==> config.mk <==
export PLATFORM = sky130hd
export DESIGN_NAME = fetch_stage_icache
export DESIGN_NICKNAME = d
export VERILOG_FILES = /design/src/rtl/fetch_pkg.sv /design/src/rtl/icache_array.sv /design/src/rtl/fetch_stage_icache.sv
export SDC_FILE = /design/constraint.sdc
export NUM_CORES = 2
export LEC_CHECK = 0
export CAP_MARGIN = 20
export CORE_MARGIN = 2
export CORE_UTILIZATION = 55
export CTS_BUF_LIST = sky130_fd_sc_hd__clkbuf_4 sky130_fd_sc_hd__clkbuf_8
export CTS_CLUSTER_DIAMETER = 200
export DETAILED_ROUTE_END_ITERATION = 8
export GPL_TIMING_DRIVEN = 0
export PLACE_DENSITY = 0.82
export SYNTH_ARGS = -nofsm -noshare
export SYNTH_HDL_FRONTEND = slang
export SYNTH_HIERARCHICAL = 1
export SYNTH_SLANG_ARGS = --single-unit
==> constraint.sdc <==
create_clock -name clk_i -period 6 [get_ports clk_i]
set_input_delay 1.2 -clock clk_i [delete_from_list [all_inputs] [get_ports clk_i]]
set_output_delay 1.2 -clock clk_i [all_outputs]
set_load 0.02 [all_outputs]
==> src/rtl/fetch_pkg.sv <==
// Shared types and address-field helpers for the instruction-fetch stage.
package fetch_pkg;

    typedef enum logic [1:0] {
        StLookup,
        StReq,
        StRefill
    } fetch_state_e;

    localparam int unsigned INSTR_BYTES = 4;

    function automatic int unsigned off_w(input int unsigned words_per_line);
        return $clog2(words_per_line);
    endfunction

    function automatic int unsigned idx_w(input int unsigned lines);
        return $clog2(lines);
    endfunction

    function automatic int unsigned tag_w(input int unsigned addr_w,
                                          input int unsigned lines,
                                          input int unsigned words_per_line);
        return addr_w - $clog2(lines) - $clog2(words_per_line) - 2;
    endfunction

endpackage

==> src/rtl/icache_array.sv <==
// Direct-mapped tag/valid/data storage.
// Reads are combinational; one word written per cycle, plus a tag install port.
module icache_array
    import fetch_pkg::*;
#(
    parameter int unsigned LINES          = 16,
    parameter int unsigned WORDS_PER_LINE = 4,
    parameter int unsigned DATA_W         = 32,
    parameter int unsigned TAG_W          = 26,
    parameter int unsigned IDX_W          = idx_w(LINES),
    parameter int unsigned OFF_W          = off_w(WORDS_PER_LINE)
) (
    input  logic              clk_i,
    input  logic              rst_i,
    input  logic [IDX_W-1:0]  rd_idx_i,
    input  logic [OFF_W-1:0]  rd_off_i,
    output logic [TAG_W-1:0]  rd_tag_o,
    output logic              rd_valid_o,
    output logic [DATA_W-1:0] rd_data_o,
    input  logic              wr_en_i,
    input  logic [IDX_W-1:0]  wr_idx_i,
    input  logic [OFF_W-1:0]  wr_off_i,
    input  logic [DATA_W-1:0] wr_data_i,
    input  logic              inst_en_i,
    input  logic [IDX_W-1:0]  inst_idx_i,
    input  logic [TAG_W-1:0]  inst_tag_i,
    input  logic              inst_valid_i,
    input  logic              clear_all_i
);

    logic [TAG_W-1:0]  tag_q  [LINES];
    logic [DATA_W-1:0] data_q [LINES][WORDS_PER_LINE];
    logic [LINES-1:0]  valid_q;

    always_ff @(posedge clk_i) begin
        if (rst_i) begin
            valid_q <= '0;
        end else if (clear_all_i) begin
            valid_q <= '0;
        end else if (inst_en_i) begin
            valid_q[inst_idx_i] <= inst_valid_i;
        end
    end

    // Tag and data need no reset: valid gates every use.
    always_ff @(posedge clk_i) begin
        if (wr_en_i) begin
            data_q[wr_idx_i][wr_off_i] <= wr_data_i;
        end
        if (inst_en_i) begin
            tag_q[inst_idx_i] <= inst_tag_i;
        end
    end

    assign rd_tag_o   = tag_q[rd_idx_i];
    assign rd_valid_o = valid_q[rd_idx_i];
    assign rd_data_o  = data_q[rd_idx_i][rd_off_i];

endmodule

==> src/rtl/fetch_stage_icache.sv <==
// Fetch stage: PC register, direct-mapped I-cache lookup and a multi-beat refill engine.
// A redirect never cancels a refill; flush marks an in-flight line for discard.
module fetch_stage_icache
    import fetch_pkg::*;
#(
    parameter int unsigned       ADDR_W         = 32,
    parameter int unsigned       DATA_W         = 32,
    parameter int unsigned       LINES          = 16,
    parameter int unsigned       WORDS_PER_LINE = 4,
    parameter logic [ADDR_W-1:0] RESET_PC       = '0
) (
    input  logic              clk_i,
    input  logic              rst_i,
    input  logic              pc_src_i,
    input  logic [ADDR_W-1:0] branch_target_i,
    input  logic              stall_i,
    input  logic              flush_icache_i,
    output logic [DATA_W-1:0] instruction_o,
    output logic [ADDR_W-1:0] pc_o,
    output logic              hit_o,
    output logic              mem_req_valid_o,
    input  logic              mem_req_ready_i,
    output logic [ADDR_W-1:0] mem_req_addr_o,
    input  logic              mem_resp_valid_i,
    input  logic [DATA_W-1:0] mem_resp_data_i,
    output logic [31:0]       hit_count_o,
    output logic [31:0]       miss_count_o
);

    localparam int unsigned OFF_W    = off_w(WORDS_PER_LINE);
    localparam int unsigned IDX_W    = idx_w(LINES);
    localparam int unsigned TAG_W    = tag_w(ADDR_W, LINES, WORDS_PER_LINE);
    localparam int unsigned LINE_LSB = OFF_W + 2;
    localparam int unsigned TAG_LSB  = LINE_LSB + IDX_W;
    localparam logic [OFF_W-1:0] LAST_BEAT = OFF_W'(WORDS_PER_LINE - 1);

    fetch_state_e      state_q, state_d;
    logic [ADDR_W-1:0] pc_q, pc_d;
    logic [ADDR_W-1:0] miss_addr_q, miss_addr_d;
    logic [OFF_W-1:0]  beat_q, beat_d;
    logic              discard_q, discard_d;
    logic [31:0]       hit_cnt_q, hit_cnt_d;
    logic [31:0]       miss_cnt_q, miss_cnt_d;

    logic [TAG_W-1:0]  rd_tag;
    logic              rd_valid;
    logic [DATA_W-1:0] rd_data;
    logic              hit;
    logic              start_miss;
    logic              beat_valid;
    logic              last_beat;

    logic unused_bt;
    assign unused_bt = ^branch_target_i[1:0];

    icache_array #(
        .LINES         (LINES),
        .WORDS_PER_LINE(WORDS_PER_LINE),
        .DATA_W        (DATA_W),
        .TAG_W         (TAG_W),
        .IDX_W         (IDX_W),
        .OFF_W         (OFF_W)
    ) u_array (
        .clk_i       (clk_i),
        .rst_i       (rst_i),
        .rd_idx_i    (pc_q[TAG_LSB-1:LINE_LSB]),
        .rd_off_i    (pc_q[LINE_LSB-1:2]),
        .rd_tag_o    (rd_tag),
        .rd_valid_o  (rd_valid),
        .rd_data_o   (rd_data),
        .wr_en_i     (beat_valid),
        .wr_idx_i    (miss_addr_q[TAG_LSB-1:LINE_LSB]),
        .wr_off_i    (beat_q),
        .wr_data_i   (mem_resp_data_i),
        .inst_en_i   (last_beat),
        .inst_idx_i  (miss_addr_q[TAG_LSB-1:LINE_LSB]),
        .inst_tag_i  (miss_addr_q[ADDR_W-1:TAG_LSB]),
        .inst_valid_i(!discard_q && !flush_icache_i),
        .clear_all_i (flush_icache_i)
    );

    assign hit        = (state_q == StLookup) && rd_valid && (rd_tag == pc_q[ADDR_W-1:TAG_LSB]);
    assign start_miss = (state_q == StLookup) && !hit && !pc_src_i && !flush_icache_i;
    assign beat_valid = (state_q == StRefill) && mem_resp_valid_i;
    assign last_beat  = beat_valid && (beat_q == LAST_BEAT);

    // FSM: state register
    always_ff @(posedge clk_i) begin
        if (rst_i) begin
            state_q <= StLookup;
        end else begin
            state_q <= state_d;
        end
    end

    // FSM: next state
    always_comb begin
        state_d = state_q;
        unique case (state_q)
            StLookup: if (start_miss)      state_d = StReq;
            StReq:    if (mem_req_ready_i) state_d = StRefill;
            StRefill: if (last_beat)       state_d = StLookup;
            default:                       state_d = StLookup;
        endcase
    end

    // FSM: outputs
    always_comb begin
        mem_req_valid_o = (state_q == StReq);
    end

    always_comb begin
        pc_d        = pc_q;
        miss_addr_d = miss_addr_q;
        beat_d      = beat_q;
        discard_d   = discard_q;
        hit_cnt_d   = hit_cnt_q;
        miss_cnt_d  = miss_cnt_q;

        if (pc_src_i) begin
            pc_d = {branch_target_i[ADDR_W-1:2], 2'b00};
        end else if (hit && !stall_i) begin
            pc_d = pc_q + ADDR_W'(INSTR_BYTES);
        end

        if (start_miss) begin
            miss_addr_d = {pc_q[ADDR_W-1:LINE_LSB], {LINE_LSB{1'b0}}};
            if (miss_cnt_q != '1) miss_cnt_d = miss_cnt_q + 32'd1;
        end

        if (hit && !stall_i && hit_cnt_q != '1) begin
            hit_cnt_d = hit_cnt_q + 32'd1;
        end

        if (state_q == StReq && mem_req_ready_i) begin
            beat_d = '0;
        end else if (beat_valid) begin
            beat_d = beat_q + OFF_W'(1);
        end

        if (state_q != StLookup && flush_icache_i) discard_d = 1'b1;
        // The in-flight line is finished either way, so its discard mark goes with it.
        if (last_beat) discard_d = 1'b0;
    end

    always_ff @(posedge clk_i) begin
        if (rst_i) begin
            pc_q        <= RESET_PC;
            miss_addr_q <= '0;
            beat_q      <= '0;
            discard_q   <= 1'b0;
            hit_cnt_q   <= '0;
            miss_cnt_q  <= '0;
        end else begin
            pc_q        <= pc_d;
            miss_addr_q <= miss_addr_d;
            beat_q      <= beat_d;
            discard_q   <= discard_d;
            hit_cnt_q   <= hit_cnt_d;
            miss_cnt_q  <= miss_cnt_d;
        end
    end

    assign instruction_o  = rd_data;
    assign pc_o           = pc_q;
    assign hit_o          = hit;
    assign mem_req_addr_o = miss_addr_q;
    assign hit_count_o    = hit_cnt_q;
    assign miss_count_o   = miss_cnt_q;

endmodule

# Word-level counts from Yosys, hierarchy flattened
# Memory sizes are Yosys's and may differ from the RTL's. A register that Yosys moved wholly into a read port is not among the register bits.
# Index checks and enable logic that the tools add are counted.
[word_totals]
reg_bits = 145
mem_bits_rw = 2432
output_inout_bits = 162
wordCells = 84
mem_count = 2
[op_classes]
add_sub_neg = 4
magnitude_cmp = 6
eq_ne = 9
n_mux = 24
n_bitwise = 2
n_reduce_logical = 28
[mem_list]
columns = ["name", "depth", "width", "read_ports", "rd_clocked_by_memory_dff", "wr", "line", "source"]
rows = [
  ["u_array.data_q", 16, 128, 1, 1, 1, "icache_array.sv:32", "logic [DATA_W-1:0] data_q [LINES][WORDS_PER_LINE];"],
  ["u_array.tag_q", 16, 24, 1, 1, 1, "icache_array.sv:31", "logic [TAG_W-1:0] tag_q [LINES];"],
]
[ops]
columns = ["operator", "n"]
rows = [
  ["two-way mux 32 bit", 5],
  ["two-way mux 128 bit", 1],
  ["adder 32 x 1 -> 32 bit, second input constant", 2],
  ["binary-select mux 32 bit (select 2 bit)", 1],
  ["demux 32 bit (select 2 bit)", 1],
  ["inequality test 32 bit, second input constant", 2],
  ["adder 32 x 3 -> 32 bit, second input constant", 1],
  ["equality test 24 bit", 1],
  ["bitwise mux 16 bit", 1],
  ["two-way mux 4 bit", 4],
  ["logical AND 1 bit", 14],
  ["< comparator 4 x 5 -> 1 bit, second input constant", 2],
  ["OR reduction 2 bit", 4],
  [">= comparator 3 bit, second input constant", 2],
  ["two-way mux 2 bit", 3],
  ["inverter 2 -> 3 bit", 2],
  ["case mux 2 bit (3 select lines)", 1],
  ["zero test 1 bit", 5],
  ["two-way mux 1 bit", 5],
  ["binary-select mux 1 bit (select 4 bit)", 1],
  ["demux 1 bit (select 4 bit)", 1],
  ["equality test 2 bit, second input constant", 2],
  [">= comparator 4 x 1 -> 1 bit, second input constant", 1],
  ["inequality test 2 bit, second input constant", 2],
  ["other kinds (8)", 9],
]

# Longest topological paths before layout
[depth]
depth_word = 10
ltp_mapped = 19
depth_no_buf = 11

# Modules after synthesis
# The synthesis kept the hierarchy.
[by_module_without_submodules]
columns = ["module", "n_inst", "cells_per_inst", "area_per_inst_um2", "seq_area_each_um2"]
rows = [
  ["icache_array", 1, 3930, 92745.2, 73350.3],
  ["fetch_stage_icache", 1, 779, 6334.8, 2542.4],
]

# Worst setup path after synthesis
# No wires, ideal clock.
[synth_timing]
path_type = "reg2out"
from = "register pc_q[4], in the netlist pc_o[4]"
to = "output port hit_o"
t_arrival_ns = 3.471
t_required_ns = 4.800
slack_ns = 1.329
path_stages_with_launch = 12
path_buffers = 5
cell_sequence = "dfxtp_1 -> buf_2 -> buf_6 -> buf_6 -> buf_2 -> mux4_2 -> mux4_2 -> xnor2_1 -> nand4_1 -> or4_1 -> buf_2 -> nor2_1"
[synth_via]
elab_chain_len = 4
[synth_rtl]
columns = ["item", "line", "source"]
rows = [
  ["from (decl)", "fetch_stage_icache.sv:38", "logic [ADDR_W-1:0] pc_q, pc_d;"],
  ["from (signal assigned)", "fetch_stage_icache.sv:155", "pc_q <= pc_d;"],
  ["binary-select mux 1 bit (select 4 bit)", "icache_array.sv:56", "assign rd_valid_o = valid_q[rd_idx_i];"],
  ["two-way mux 1 bit (implied by the code)", "icache_array.sv:56", ""],
  ["logical AND 1 bit (2 in a row)", "fetch_stage_icache.sv:82", "assign hit = (state_q == StLookup) && rd_valid && (rd_tag == pc_q[ADDR_W-1:TAG_LSB]);"],
  ["to (decl)", "fetch_stage_icache.sv:20", "output logic hit_o,"],
]
# Every way passes these cells. The select of a mux whose other input is x is not followed.

==> metrics.yaml <==
synthesis:
  synth_commonest_cells: "2432 x edfxtp_1, 636 x mux4_2, 210 x nor2_1"
  yosysMostFrequentCell: "edfxtp_1"
  async_reset_ff_frac: 0
  yosysSeqAreaShare: 0.7660
  synth_top_flop_cell: "edfxtp_1"
  yosysTopAreaCell: "edfxtp_1"
  synth_seq_cells: 2575
  ys_warn_count: 6
  ys_top_cells_by_area: "edfxtp_1 74%, mux4_2 14%, dfxtp_1 2.9%, o22ai_1 0.85%, nor2_1 0.80%"
  synth_top_cell_area_share: 0.7371
  synth_area_per_cell_um2: 21.04
  synth_area_mm2: 0.09908
  netlist_instances: 4709
  synth-edff-count: 2432
  synth_cell_type_count: 65
detailed_routing:
  wirelength_met1_um: 93080
  ant_nets: 0
  first_pass_iters: 7
  wl_per_cell_um: 37.20
  drc: 0
  routed_wirelength_um: 303000
  via_per_inst: 6.989
  drt_iter0_markers: 10970
  wl_met2_um: 141900
  route.met3.wl_um: 45090
  vias: 56920
  highest_layer: "met5"
cts:
  htree_levels: 5
  cts.path.max_buffers: 4
  cts_tree: "yes"
  path_clk_slew_ns: 0.06
  cts-root-buf: "clkbuf_8"
  cts_sinks: 2575
  cts-buffers-inserted: 397
  insertion_delay_ns: 1.13
layout:
  nets: 5559
  utilization: 0.6473
  layout-drive-gt1-share: 0.3031
  post-route-cell-area_mm2: 0.1157
  area_growth_pct: 16.81
run:
  maxCapViolations: 0
timing:
  slew_headroom: 0.2689
  hold_violations: 0
  finalWorstSetupSlack_ns: -0.1587
  finalCritPeriodShare: 1.026
  fin_setup_tns_ns: -0.5371
  fmax_mhz: 162.4
  worst_pin_slew_ns: 1.094
  drv_slew: 0
  setup_viol: 9
  period_needed_ns: 6.159
  skew_ns: 0.08756
die:
  die_area_mm2: 0.1836
  rows: 155
  start_util: 0.5541
  die_height_um: 428.4
  io_pins: 233
  core_mm2: 0.1788
  chipWidth_um: 428.4
hold_path:
  hold_path_class: "in -> reg"
  hold_path_depth: 1
  hold_path.startpoint: "mem_resp_data_i[27]"
global_route:
  antenna_found_initial: 14
  grt_max_degree: 65
  grt_overflow_total: 0
  grt_first_pass_wirelength_um: 409600
  grt_pass1_vias: 55390
  grt_usage: 0.3183
worst_setup_path:
  critical-path-max-stage-delay_ns: 0.66
  crit_chain: "buf_8 > buf_6 > buf_8 > nand3_1 > clkbuf_1 > o22ai_1 > nor4_1 > buf_2 > o22a_1 > clkdlybuf4s50_1"
  rr_startpoint: "pc_o[7]"
  critPathRequiredTime_ns: 4.80
  end_kind: "output port"
  cp-startpoint: "pc_o[6]"
  startpoint_type: "flop"
  cp_max_fo: 10
  cp.depth: 10
  crit_top_cell: "buf_8"
  reg2regPathDepth: 16
  crit_family: "buffers and inverters"
  crit_slowest_cell: "clkdlybuf4s50_1"
  crit_arrival_ns: 4.96
  crit_type: "reg -> out"
  critPathBufInv: 6
power_and_ir_drop:
  p_switching_mw: 8.452
  power_density_mw_per_mm2: 314.4
  p_int_mw: 27.93
  total_power_mw: 36.38
  pwr-share-clk: 0.385
  seq_power_share: 0.542
  peakVddDrop_mv: 0.2703
  pwr-share-comb: 0.073
  p_leak_nw: 35.63
  p_sw_frac: 0.2323
status:
  violations: "setup timing"
  status: "finished with violations"
place:
  io_buffers: 224
  dp.final_hpwl_um: 190000
  routabilityCongestion: 0.9091
  place_ws_ns: -0.9838
  placed_area_mm2: 0.1073
==> timing repair <==
action                     4_1_cts  5_1_grt
setup endpoints to repair      118       25
pin swaps                        3        3
gates resized for setup        200       53
setup buffers                    6        6
hold buffers                     0        0
==> placed cells by master (no fill, tap or decap), types with 38 or more instances in the layout <==
master,count
clkbuf_8,410
xor2_1,45
buf_12,99
o22ai_1,130
clkinv_1,101
mux4_2,636
buf_2,94
clkbuf_4,134
nand2_1,130
mux2i_1,73
xnor2_1,43
clkdlybuf4s50_1,191
clkinv_2,38
buf_6,39
o21ai_0,40
edfxtp_1,2432
nor2_1,133
nor2_4,76
dfxtp_1,137
nand3_1,54
clkbuf_1,65
a21oi_1,102
buf_4,57
nor3_1,46
==> path summary, 6_finish.rpt <==
| kind | endpoint | slack (ns) |
|---|---|---|
| worst max-delay path | instruction_o[12] | -0.16 |
| worst min-delay path | u_array/data_q[6][59] | 0.37 |
| worst max register to register | mem_req_addr_o[23] | 0.33 |
| worst min register to register | u_array/valid_q[9] | 0.48 |
==> area by class of cell <==
| type | count | area (um2) |
|---|---|---|
| multi-input combinational | 1868 | 22660 |
| timing repair buffer | 375 | 4785 |
| clock inverter | 152 | 784.5 |
| fill | 10800 | 63070 |
| antenna | 16 | 40.04 |
| clock buffer | 536 | 6589 |
| buffer | 260 | 1989 |
| sequential | 2575 | 75910 |
| inverter | 7 | 26.28 |
| tap | 2355 | 2947 |
==> registers in the layout, summed over array words and instances (netlist names) <==
signal,flops
u_array/data_q,2048
u_array/tag_q,384
hit_count_o,32
miss_count_o,32
pc_o,30
mem_req_addr_o,28
u_array/valid_q,16
beat_q,2
state_q,2
discard_q,1
==> kinds of logic after synthesis <==
kind of cell,synth area share
compound gates,0.02585
flops,0.7660
mux,0.1523
xor+xnor,0.008385
fa+ha+maj,0.0005051
other cells,0.00003785
simple gates,0.03225
buf+inv,0.01472
==> power by group through the flow <==
stage               sequential, mW  combinational (mW)  clock [mW]
finish                        19.7                2.64        14.0
floorplan                     20.1                1.21           0
global placement              20.1                2.27           0
global route                  19.7                2.66        14.8
CTS                           19.7                2.51        14.0
detailed placement            20.1                2.41           0
==> stage by stage <==
step / hold WS, ns / instances
after floorplan: 0.4505 / 4714
after global placement: 0.4598 / 7293
after detailed placement: 0.4748 / 7425
after CTS: 0.3218 / 8117
after global routing: 0.3397 / 8138
final: 0.3717 / 8144
==> worst reg2reg max path, stage by stage (launching register included) <==
cell	delay [ns]
dfxtp_4	0.45
buf_16	0.21
buf_6	0.31
buf_4	0.34
buf_6	0.25
clkbuf_2	0.36
a211oi_1	0.10
a21oi_1	0.25
xnor2_1	0.19
nand4_1	0.21
or4_4	0.59
buf_2	0.20
o21ai_1	0.59
clkbuf_1	0.56
clkbuf_1	0.66
nand2_1	0.14
a21oi_1	0.19
==> routing by layer <==
layer  global-route usage  up-vias
li1                     -    21350
met1               0.3928    28540
met2               0.4955     5787
met3               0.1027     1235
met4               0.1912        8
met5                    0        -
Power figures use the tool's default switching activity.
